<file path="config.mk">
export PLATFORM = sky130hd
export DESIGN_NAME = multiplicador_seq
export DESIGN_NICKNAME = d
export VERILOG_FILES = /design/src/rtl/mult_pkg.sv /design/src/rtl/multiplicador_seq.sv
export SDC_FILE = /design/constraint.sdc
export NUM_CORES = 1
export LEC_CHECK = 0
export CAP_MARGIN = 20
export CORE_UTILIZATION = 30
export DETAILED_ROUTE_END_ITERATION = 6
export PLACE_DENSITY_LB_ADDON = 0.12
export SLEW_MARGIN = 20
export SYNTH_ARGS = -nofsm -noshare
export SYNTH_HDL_FRONTEND = slang
export SYNTH_SLANG_ARGS = --single-unit
</file>
<file path="constraint.sdc">
create_clock -name clock -period 2.9 [get_ports clock]
set_input_delay 0.725 -clock clock [delete_from_list [all_inputs] [get_ports clock]]
set_output_delay 0.725 -clock clock [all_outputs]
set_load 0.01 [all_outputs]
</file>
<file path="src/rtl/mult_pkg.sv">
// Shared definitions for the shift-add multiplier and the ALU that drives it.
package mult_pkg;

  localparam int MULT_WIDTH = 16;

  typedef enum logic {
    OCIOSO = 1'b0,
    CALC   = 1'b1
  } state_t;

endpackage

</file>
<file path="src/rtl/multiplicador_seq.sv">
// Sequential shift-add unsigned multiplier started by the ALU's ini strobe.
// state  | meaning
// OCIOSO | idle, waiting for a rising edge on ini
// CALC   | WIDTH add/shift steps in progress
module multiplicador_seq
  import mult_pkg::*;
#(
  parameter int WIDTH = MULT_WIDTH,
  parameter int CNT_W = 5
) (
  input  logic             clock,
  input  logic             reset,
  input  logic             ini,
  input  logic [WIDTH-1:0] operando1,
  input  logic [WIDTH-1:0] operando2,
  output logic [WIDTH-1:0] res_low,
  output logic [WIDTH-1:0] res_high,
  output logic             ocupado,
  output logic             pronto
);

  state_t                 state_q, state_d;
  logic [CNT_W-1:0]       cnt_q, cnt_d;
  logic                   ini_ant_q;
  logic [WIDTH-1:0]       mcand_q, mcand_d;
  logic [2*WIDTH:0]       p_q, p_d;
  logic [2*WIDTH-1:0]     res_q, res_d;
  logic                   pronto_q, pronto_d;

  logic                   inicio;
  logic                   ultimo;
  logic [WIDTH:0]         p_hi_sum;
  logic [2*WIDTH:0]       p_step;

  assign inicio = ini & ~ini_ant_q;
  assign ultimo = (cnt_q == CNT_W'(WIDTH - 1));

  // Upper part is WIDTH+1 bits so the adder carry survives until the shift.
  always_comb begin
    p_hi_sum = p_q[2*WIDTH:WIDTH];
    if (p_q[0]) begin
      p_hi_sum = p_q[2*WIDTH:WIDTH] + {1'b0, mcand_q};
    end
    p_step = {p_hi_sum, p_q[WIDTH-1:0]} >> 1;
  end

  always_ff @(posedge clock or negedge reset) begin
    if (!reset) begin
      state_q   <= OCIOSO;
      cnt_q     <= '0;
      ini_ant_q <= 1'b0;
      mcand_q   <= '0;
      p_q       <= '0;
      res_q     <= '0;
      pronto_q  <= 1'b0;
    end else begin
      state_q   <= state_d;
      cnt_q     <= cnt_d;
      ini_ant_q <= ini;
      mcand_q   <= mcand_d;
      p_q       <= p_d;
      res_q     <= res_d;
      pronto_q  <= pronto_d;
    end
  end

  always_comb begin
    state_d  = state_q;
    cnt_d    = cnt_q;
    mcand_d  = mcand_q;
    p_d      = p_q;
    res_d    = res_q;
    pronto_d = 1'b0;
    case (state_q)
      OCIOSO: begin
        if (inicio) begin
          mcand_d = operando1;
          p_d     = {{(WIDTH + 1){1'b0}}, operando2};
          cnt_d   = '0;
          state_d = CALC;
        end
      end
      CALC: begin
        p_d   = p_step;
        cnt_d = cnt_q + CNT_W'(1);
        if (ultimo) begin
          res_d    = p_step[2*WIDTH-1:0];
          pronto_d = 1'b1;
          state_d  = OCIOSO;
        end
      end
      default: state_d = OCIOSO;
    endcase
  end

  always_comb begin
    ocupado  = (state_q == CALC);
    pronto   = pronto_q;
    res_low  = res_q[WIDTH-1:0];
    res_high = res_q[2*WIDTH-1:WIDTH];
  end

endmodule

</file>
==> flow_summary.yaml <==
logic_synthesis:
  synth.area.top_cells: "dfrtp_1, nand2_1, o21ai_0"
  synth_flop_cell: "dfrtp_1"
  synth_edf_count: 0
  ys_seq_area_frac: 0.5024
  ys_ff_latch: 88
  syn-cell-area_sq_um: 4383
  async_flop_share: 1.000
  synth_cells: 432
  avgSynthCellArea_sq_um: 10.15
  syn_nets: 486
  ys_warn_count: 0
  ys_types: 46
  yosysTopAreaCell: "dfrtp_1"
  synth_top_area_share: 0.5024
timing:
  finalSetupViolations: 0
  finalSetupTns_ns: 0
  period_minus_slack_ns: 2.527
  skew_ns: 0.009487
  final_hold_viol_count: 0
  rsz0062_at_grt: "no"
  period_share: 0.8714
  max_freq_mhz: 395.7
  slew_headroom: 0.6302
  setup_ws_ns: 0.3730
  maxSlewViolCount: 0
  worst_pin_slew_ns: 0.5546
setup_path:
  cp_max_fo: 5
  r2r_setup_slack_ns: 0.37
  cpPeakStageDelay_ns: 0.43
  reg2reg_from: "p_q[16]"
  crit_path_cell_trace: "ha_1 > fa_1 > a21oi_2 > o21ai_2 > o21ba_4 > a311o_2 > a221oi_2 > a22oi_1"
  path_buf_inv: 0
  rr_endpoint: "p_q[31]"
  worstSetupStartpointType: "flip-flop"
  path_depth: 8
  worstPathArrival_ns: 2.74
  crit_path_start: "p_q[16]"
  critical_path_class: "reg2reg"
  endpoint_kind: "flip-flop"
  slowest_stage: "fa_1"
  crit_path_end: "p_q[31]"
  rr_worst_depth: 8
  required_ns: 3.11
  path_delay_family: "compound AO/OA/AOI/OAI gates"
drt:
  routed_wl_mm: 10.25
  drcViolationCount: 0
  drtIter0Drc: 227
  wl_per_cell_um: 15.03
  num_vias: 3296
  firstDrtPassIters: 4
  postRouteAntennaNets: 0
  vias_per_cell: 4.833
layout:
  utilization: 0.3937
  diodes: 0
  multiInputGateArea_sq_um: 2012
  drive_above_1_share: 0.1056
  nFillCells: 1401
  syn_to_final_growth_pct: 26.12
  fin_nets: 553
  layout_commonest_cell: "nand2_1"
  ff_latch_area_sq_um: 2202
  mostFrequentLayoutCells: "nand2_1, dfrtp_1, clkdlybuf4s50_1, o21ai_0"
die:
  std_cell_rows: 43
  die_w_um: 122.9
  start_util: 0.3121
  die_area_sq_um: 15100
  die_h_um: 122.9
  core_sq_um: 14040
  ios: 69
clock_network:
  cts_max_level: 3
  path_clk_slew_ns: 0.07
  cts_tree: "done"
  post_cts_resized: 0
  cts_sinks: 88
  clockBufferDepth: 2
  cts_made_buffers: 9
  cts_root_buf: "clkbuf_16"
  clk_latency_ns: 0.35
  ctsHoldBuffers: 0
  postCtsSetupRepairBufs: 0
power:
  vdd_drop_max_mv: 0.4278
  cellPowerDensity_nw_per_um2: 1249
  p_leak_nw: 2.473
place:
  pre_cts_ws_ns: 0.3958
  io_buffers: 68
  place_congestion: 0.9057
  place_hpwl_mm: 7.120
min_path:
  hp-class: "in2async"
outcome:
  status: "completed"
job:
  cap_violations: 0
global_route:
  overflow: 0
  grt_pass1_vias: 3217
  grt_antenna_before_repair: 0
  grt_max_degree: 49
  grt_pass1_wl_mm: 16.75
  grt.total_usage: 0.1475
-- synthesized netlist by cell type (2+ instances only) --
cell	number
xnor2_1	13
and3_1	3
buf_2	4
xor2_1	2
buf_1	2
a21oi_2	2
dfrtp_1	88
clkbuf_1	11
mux2i_1	22
nor2_1	14
ha_1	18
mux2_2	17
o21ai_0	56
inv_1	7
nand3_1	12
a21o_1	2
nand2_1	90
a22oi_1	2
a32oi_1	6
o21bai_1	2
clkbuf_8	3
a21oi_1	22
a31oi_1	4
nor3b_1	7
a311o_2	2
-- worst min path at each step --
stage,startpoint,to,slack [ns],cells past startpoint
floorplan,reset,cnt_q[0],0.43,0
global placement,res_q[6],res_q[6],0.46,2
detailed placement,res_q[9],res_q[9],0.47,2
CTS,reset,res_q[2],0.39,1
global route,reset,res_q[2],0.42,1
finish,reset,res_q[3],0.37,1
-- worst register-to-register path, cell delays in order, from the launching register on --
cell,delay [ns]
dfrtp_1,0.40
ha_1,0.22
fa_1,0.43
a21oi_2,0.20
o21ai_2,0.09
o21ba_4,0.23
a311o_2,0.40
a221oi_2,0.30
a22oi_1,0.13
-- where the power goes --
group	leakage [nW]	internal [mW]	switching [mW]	total, mW
combinational	1.27	1.64	1.82	3.46
sequential	1.06	1.85	0.451	2.30
clock	0.137	0.659	0.479	1.14
-- through the flow --
stage	total power [mW]	hold slack [ns]	area, sq um	cells
2_1_floorplan	4.633	0.4294	4383	432
3_3_place_gp	5.758	0.4574	5243	668
3_5_place_dp	5.799	0.4662	5243	668
4_1_cts	6.985	0.3852	5528	682
5_1_grt	7.506	0.4160	5528	682
6_report	6.903	0.3684	5528	682
-- routing by layer --
metal | GRT usage | vias up | routed length, um
met5 | 0 | - | 0
met4 | 0.05564 | 0 | 176
met3 | 0.03671 | 13 | 483
met2 | 0.2254 | 78 | 4625
met1 | 0.2001 | 1563 | 4968
li1 | - | 1642 | -
-- layout make-up --
| cell class | instances | area share |
|---|---|---|
| tap | 180 | 0.04074 |
| timing repair buffer | 79 | 0.1399 |
| sequential | 88 | 0.3984 |
| clock buffer | 9 | 0.04074 |
| inverter | 8 | 0.005432 |
| clock inverter | 5 | 0.01086 |
| multi-input combinational | 313 | 0.3640 |
-- sequential cells by signal (all words and copies together) (netlist names) --
register,count
p_q,32
res_q,32
mcand_q,16
cnt_q,5
ini_ant_q,1
ocupado,1
pronto,1
-- cells by family after synthesis --
kind of cell / Yosys count / synth area share
simple gates: 131 / 0.1268
compound gates: 109 / 0.1519
flops: 88 / 0.5024
mux: 39 / 0.09392
buf+inv: 31 / 0.03911
fa+ha+maj: 19 / 0.05595
xor+xnor: 15 / 0.02998
(Power assumes the default switching activity.)
